===== config.mk =====
export PLATFORM = sky130hd
export DESIGN_NAME = if_stage
export DESIGN_NICKNAME = d
export VERILOG_FILES = /design/src/rtl/if_stage.sv
export SDC_FILE = /design/constraint.sdc
export NUM_CORES = 1
export LEC_CHECK = 0
export BUFFER_PORTS_ARGS = -buffer_cell sky130_fd_sc_hd__clkbuf_2
export CAP_MARGIN = 20
export CORE_UTILIZATION = 45
export CTS_BUF_LIST = sky130_fd_sc_hd__clkbuf_8
export DETAILED_ROUTE_END_ITERATION = 8
export PLACE_DENSITY = 0.75
export SLEW_MARGIN = 20
export SYNTH_ARGS = -nofsm -noshare
export SYNTH_HDL_FRONTEND = slang
export SYNTH_SLANG_ARGS = --single-unit
export TNS_END_PERCENT = 20

===== constraint.sdc =====
create_clock -name clk -period 9.71 [get_ports clk]
set_input_delay 0.4855 -clock clk [delete_from_list [all_inputs] [get_ports clk]]
set_output_delay 0.4855 -clock clk [all_outputs]
set_load 0.02 [all_outputs]

===== src/rtl/if_stage.sv =====
// Instruction-fetch stage: single-outstanding fetch into a small FIFO feeding decode.
// Redirects flush the FIFO and discard any fetch still in flight.
module if_stage #(
  parameter logic [31:0] RESET_PC  = 32'h0000_0000,
  parameter int          BUF_DEPTH = 2,
  parameter logic [31:0] NOP_INSTR = 32'h0000_0000
) (
  input  logic        clk,
  input  logic        rst_n,
  input  logic        stall,
  input  logic        redirect,
  input  logic [31:0] redirect_pc,
  output logic        imem_req,
  output logic [31:0] imem_addr,
  input  logic [31:0] imem_rdata,
  input  logic        imem_valid,
  output logic [31:0] instr,
  output logic [31:0] pc_out,
  output logic [31:0] pc_plus4,
  output logic        instr_valid
);

  localparam int PTR_W = (BUF_DEPTH > 1) ? $clog2(BUF_DEPTH) : 1;
  localparam int CNT_W = PTR_W + 1;
  localparam logic [CNT_W-1:0] DEPTH_C = CNT_W'(BUF_DEPTH);

  logic [31:0]      fetch_pc_q, fetch_pc_d;
  logic             outstanding_q, outstanding_d;
  logic             drop_q, drop_d;
  logic             armed_q, armed_d;
  logic [CNT_W-1:0] count_q, count_d;
  logic [PTR_W-1:0] head_q, head_d;
  logic [PTR_W-1:0] tail_q, tail_d;

  logic [31:0] instr_buf_q [BUF_DEPTH];
  logic [31:0] pc_buf_q    [BUF_DEPTH];

  logic             pop;
  logic             resp;
  logic             push;
  logic             issue;
  logic [CNT_W-1:0] count_after;

  assign instr_valid = (count_q != '0);
  assign pop         = instr_valid & ~stall & ~redirect;
  assign resp        = imem_valid & outstanding_q;
  assign push        = resp & ~drop_q & ~redirect;
  assign count_after = count_q - CNT_W'(pop) + CNT_W'(push);

  // A new request may go out in the same cycle the previous one returns, but
  // only if the FIFO will still have a free slot for its eventual response.
  assign issue     = rst_n & ~redirect & (~outstanding_q | resp) & (count_after < DEPTH_C);
  assign imem_req  = issue;
  assign imem_addr = fetch_pc_q;

  always_comb begin
    fetch_pc_d    = fetch_pc_q;
    outstanding_d = outstanding_q;
    drop_d        = drop_q;
    armed_d       = armed_q | issue;
    count_d       = count_q;
    head_d        = head_q;
    tail_d        = tail_q;
    if (issue) begin
      fetch_pc_d    = fetch_pc_q + 32'd4;
      outstanding_d = 1'b1;
    end else if (resp) begin
      outstanding_d = 1'b0;
    end
    if (redirect) begin
      fetch_pc_d = redirect_pc;
      count_d    = '0;
      head_d     = '0;
      tail_d     = '0;
      drop_d     = outstanding_q & ~imem_valid;
    end else begin
      if (drop_q && resp) drop_d = 1'b0;
      count_d = count_after;
      if (pop)  head_d = head_q + 1'b1;
      if (push) tail_d = tail_q + 1'b1;
    end
  end

  always_ff @(posedge clk or negedge rst_n) begin
    if (!rst_n) begin
      fetch_pc_q    <= RESET_PC;
      outstanding_q <= 1'b0;
      drop_q        <= 1'b0;
      armed_q       <= 1'b0;
      count_q       <= '0;
      head_q        <= '0;
      tail_q        <= '0;
    end else begin
      fetch_pc_q    <= fetch_pc_d;
      outstanding_q <= outstanding_d;
      drop_q        <= drop_d;
      armed_q       <= armed_d;
      count_q       <= count_d;
      head_q        <= head_d;
      tail_q        <= tail_d;
    end
  end

  // A pushed response always belongs to the request issued just before
  // fetch_pc advanced, so its PC is fetch_pc - 4.
  always_ff @(posedge clk) begin
    if (push) begin
      instr_buf_q[tail_q] <= imem_rdata;
      pc_buf_q[tail_q]    <= fetch_pc_q - 32'd4;
    end
  end

  assign instr    = instr_valid ? instr_buf_q[head_q] : NOP_INSTR;
  assign pc_out   = instr_valid ? pc_buf_q[head_q] : 32'h0;
  assign pc_plus4 = pc_out + 32'd4;

  // A stray response left over from before reset is tolerated until the first issue.
  assert property (@(posedge clk) disable iff (!rst_n)
    imem_valid |-> (outstanding_q || !armed_q))
    else $error("if_stage: imem_valid with no request outstanding");

endmodule


==> results.cfg <==
[sta]
rsz0062_at_grt = no
maxSlewViolCount = 0
maxSlewHeadroom_pct = 27.5
worst_slew_pin_slew_ns = 1.08
min_period_ns = 4.85
hold_violations = 0
setup_violations = 0
fmax_ghz = 0.206
fin_hold_ws_ns = 0.0697
fin_setup_tns_ns = 0
fin_worst_skew_ns = 0.0161
fin_crit_sh_pct = 49.9

[synthesis]
yosys.area.top_type = edfxtp_1
syn_nets = 790
ys_ff_latch = 166
synth_edf_count = 128
ys_top_cells_by_area = edfxtp_1, dfrtp_1, mux2i_1, nor2_1, xor2_1
syn_inst = 716
async_reset_ff_share_pct = 22.9
yosys_warnings = 0
synth_area_um2 = 8200
ys_seq_area_share_pct = 58.4
ys.flop_type = edfxtp_1
synth_cell_types = 53
yosys.area.top_type_share_pct = 46.9
syn_avg_cell_area_um2 = 11.5

[detailed_routing]
antenna_left = 0
drt_iter0_drc = 422
drc = 0
num_vias = 6228
drt-total-wl_mm = 19.7
first_pass_iters = 5
avgViaCountPerCell = 5.50
wl_per_cell_um = 17.4

[power_and_ir_drop]
power_leakage_nw = 3.84
power_mw = 1.63
powerDensity_nw_per_um2 = 167
peakVddDrop_mv = 0.0951

[clock_network]
holdBufCountCts = 0
root_buffer = clkbuf_8
h-tree-depth = 4
clk_path_buf_depth = 2
cts_setup_buffers = 0
clk_latency_ns = 0.46
path_clk_slew_ns = 0.10
cts_tree = done
cts_buffers = 17
cts.repair.resized = 0
clkSinkCount = 166

[finish]
antenna_cells = 0
utilization_pct = 54.3
fin_nets = 965
n_fill_cell = 1575
seq_area_um2 = 4800
drive_above_1_share_pct = 27.5
multi_input_area_um2 = 3140
area_growth_pct = 18.6

[grt]
grt_antenna_before_repair = 0
grt_max_degree = 79
grt_pass1_vias = 5827
grt_remaining_overflow = 0
grt_pass1_wl_mm = 30.5
gr-usage-all-layers_pct = 21.3

[floorplan]
ios = 199
chipWidth_um = 137
die_height_um = 137
die_area_um2 = 18800
core_um2 = 17900
row_count = 49
initial_core_util_pct = 45.8

[status]
status = finished clean

[critical_path]
cp_max_fo = 72
cp_slowest_cell = buf_4
max_stage_delay_ns = 0.84
worstSetupPathType = reg -> out
start_kind = flop
worstPathRequired_ns = 9.22
critPathArrivalTime_ns = 4.36
critPathCaptureType = output port
worstPathCellList = buf_4 -> mux2i_1 -> a211oi_1 -> nand4_1 -> a2111oi_0 -> xor2_1 -> clkbuf_2

[job]
drv_cap = 0

[placement]
place_congestion = 0.887
dp_hpwl_mm = 14.1
portBuffers = 198

[worst_hold_path]
hold_class = in -> async
[path summary, 6_finish.rpt]
kind	startpoint	to	slack, ns	cells after the start
min reg2reg	imem_addr[1]$_DFFE_PN0P_	pc_buf_q[0][1]$_DFFE_PP_	0.52	0
max reg2reg	drop_q$_DFFE_PN0P_	imem_addr[12]$_DFFE_PN0P_	6.09	12
max	head_q$_DFFE_PN0P_	pc_plus4[21]	4.86	7
min in group clk	imem_rdata[25]	instr_buf_q[1][25]$_DFFE_PP_	0.20	1
max in group asynchronous	rst_n	head_q$_DFFE_PN0P_	9.26	2
min	rst_n	imem_addr[27]$_DFFE_PN0P_	0.07	2
[report_power, final]
group	switching, mW	internal [mW]
clock	0.287	0.194
sequential	0.0480	0.803
combinational	0.196	0.101
[critical path: cells and delay by family, from the launching register on]
| family | cells | cell delay, ns |
|---|---|---|
| AO/OA/AOI/OAI | 2 | 1.23 |
| buffers and inverters | 2 | 1.04 |
| AND/OR/NAND/NOR | 1 | 0.56 |
| flip-flops | 1 | 0.54 |
| multiplexers | 1 | 0.23 |
| XOR/XNOR | 1 | 0.23 |
[sequential cells by signal, summed over array words and instances (netlist names)]
name,count
pc_buf_q,64
head_q,1
imem_addr,32
count_q,2
tail_q,1
outstanding_q,1
instr_buf_q,64
drop_q,1
[per-layer routing]
| metal | track usage, % | share of wire [%] | routed length (um) |
|---|---|---|---|
| met4 | 5.01 | 0.87 | 172 |
| met2 | 34.0 | 46 | 9130 |
| met3 | 4.81 | 7.8 | 1530 |
| met1 | 29.5 | 45 | 8850 |
| met5 | 0 | 0 | 0 |
[through the flow]
step / setup slack, ns / instance area, um2 / std cells
2_1_floorplan: 5.59 / 8200 / 716
3_3_place_gp: 5.36 / 9330 / 1101
3_5_place_dp: 5.44 / 9340 / 1101
4_1_cts: 4.90 / 9730 / 1133
5_1_grt: 4.61 / 9730 / 1133
6_report: 4.86 / 9730 / 1133
[cells in the final DEF, fill, tap and decap left out, types with 2 or more instances in the layout]
| cell type | Yosys | routed |
|---|---|---|
| nor2_4 | 0 | 3 |
| a22oi_1 | 3 | 3 |
| clkbuf_8 | 0 | 17 |
| buf_4 | 3 | 7 |
| clkinv_8 | 0 | 2 |
| a31oi_1 | 5 | 5 |
| o21ai_0 | 23 | 23 |
| a221o_1 | 2 | 2 |
| xnor2_1 | 15 | 15 |
| a211oi_1 | 5 | 5 |
| nand2b_1 | 3 | 3 |
| inv_8 | 0 | 5 |
| nor4_1 | 12 | 12 |
| and3_1 | 7 | 7 |
| clkbuf_2 | 0 | 198 |
| edfxtp_1 | 128 | 128 |
| clkinv_1 | 2 | 2 |
| clkinv_4 | 0 | 4 |
| xor2_1 | 38 | 38 |
| nand2_1 | 59 | 59 |
| dfrtp_1 | 38 | 37 |
| inv_1 | 15 | 15 |
| inv_6 | 0 | 4 |
| or3_1 | 4 | 4 |
| mux2i_1 | 63 | 63 |
| nor2b_1 | 3 | 3 |
| mux2_2 | 3 | 3 |
| a21oi_1 | 9 | 9 |
| nand3_1 | 35 | 35 |
| nor3_1 | 23 | 23 |
| o211ai_1 | 9 | 9 |
| or4_1 | 8 | 8 |
| o311ai_0 | 16 | 16 |
| nor2_1 | 90 | 86 |
| o31ai_1 | 2 | 2 |
| nand3b_1 | 8 | 8 |
| nand4_1 | 15 | 15 |
| nor3b_1 | 2 | 2 |
| ha_1 | 5 | 5 |
[Yosys cell counts, drive strengths merged, types with 4 or more instances]
cell type and n:
inv 15, or4 8, mux2i 63, buf 26, xnor2 15, nand3 36
ha 5, edfxtp 128, clkbuf 23, a21oi 9, or3 4, xor2 38
dfrtp 38, and3 7, o21ai 23, nor2 90, nor3 23, nand4 15
a211oi 5, o311ai 16, nor4 13, a31oi 5, o211ai 9, nand3b 8
nand2 59
[cell type report]
type	instances	share of cell area, %
Sequential cell	166	49.3
Timing Repair Buffer	205	10.7
Multi-Input combinational cell	484	32.3
Clock buffer	17	2.41
Inverter	17	0.656
Clock inverter	15	1.63
Tap cell	229	2.95
[logic make-up (layout without fill, tap and decap cells)]
logic type	Yosys count	after routing	share of synthesized area [%]
and+or+nand+nor	278	278	16.4
DFF	166	166	58.4
AOI/OAI and AO/OA	81	81	6.77
muxes	66	66	8.10
buffers and inverters	66	254	3.55
xor gates and xnor gates	54	54	5.93
adders and majority gates	5	5	0.763
Note: power is estimated with default switching activity, not from simulation.
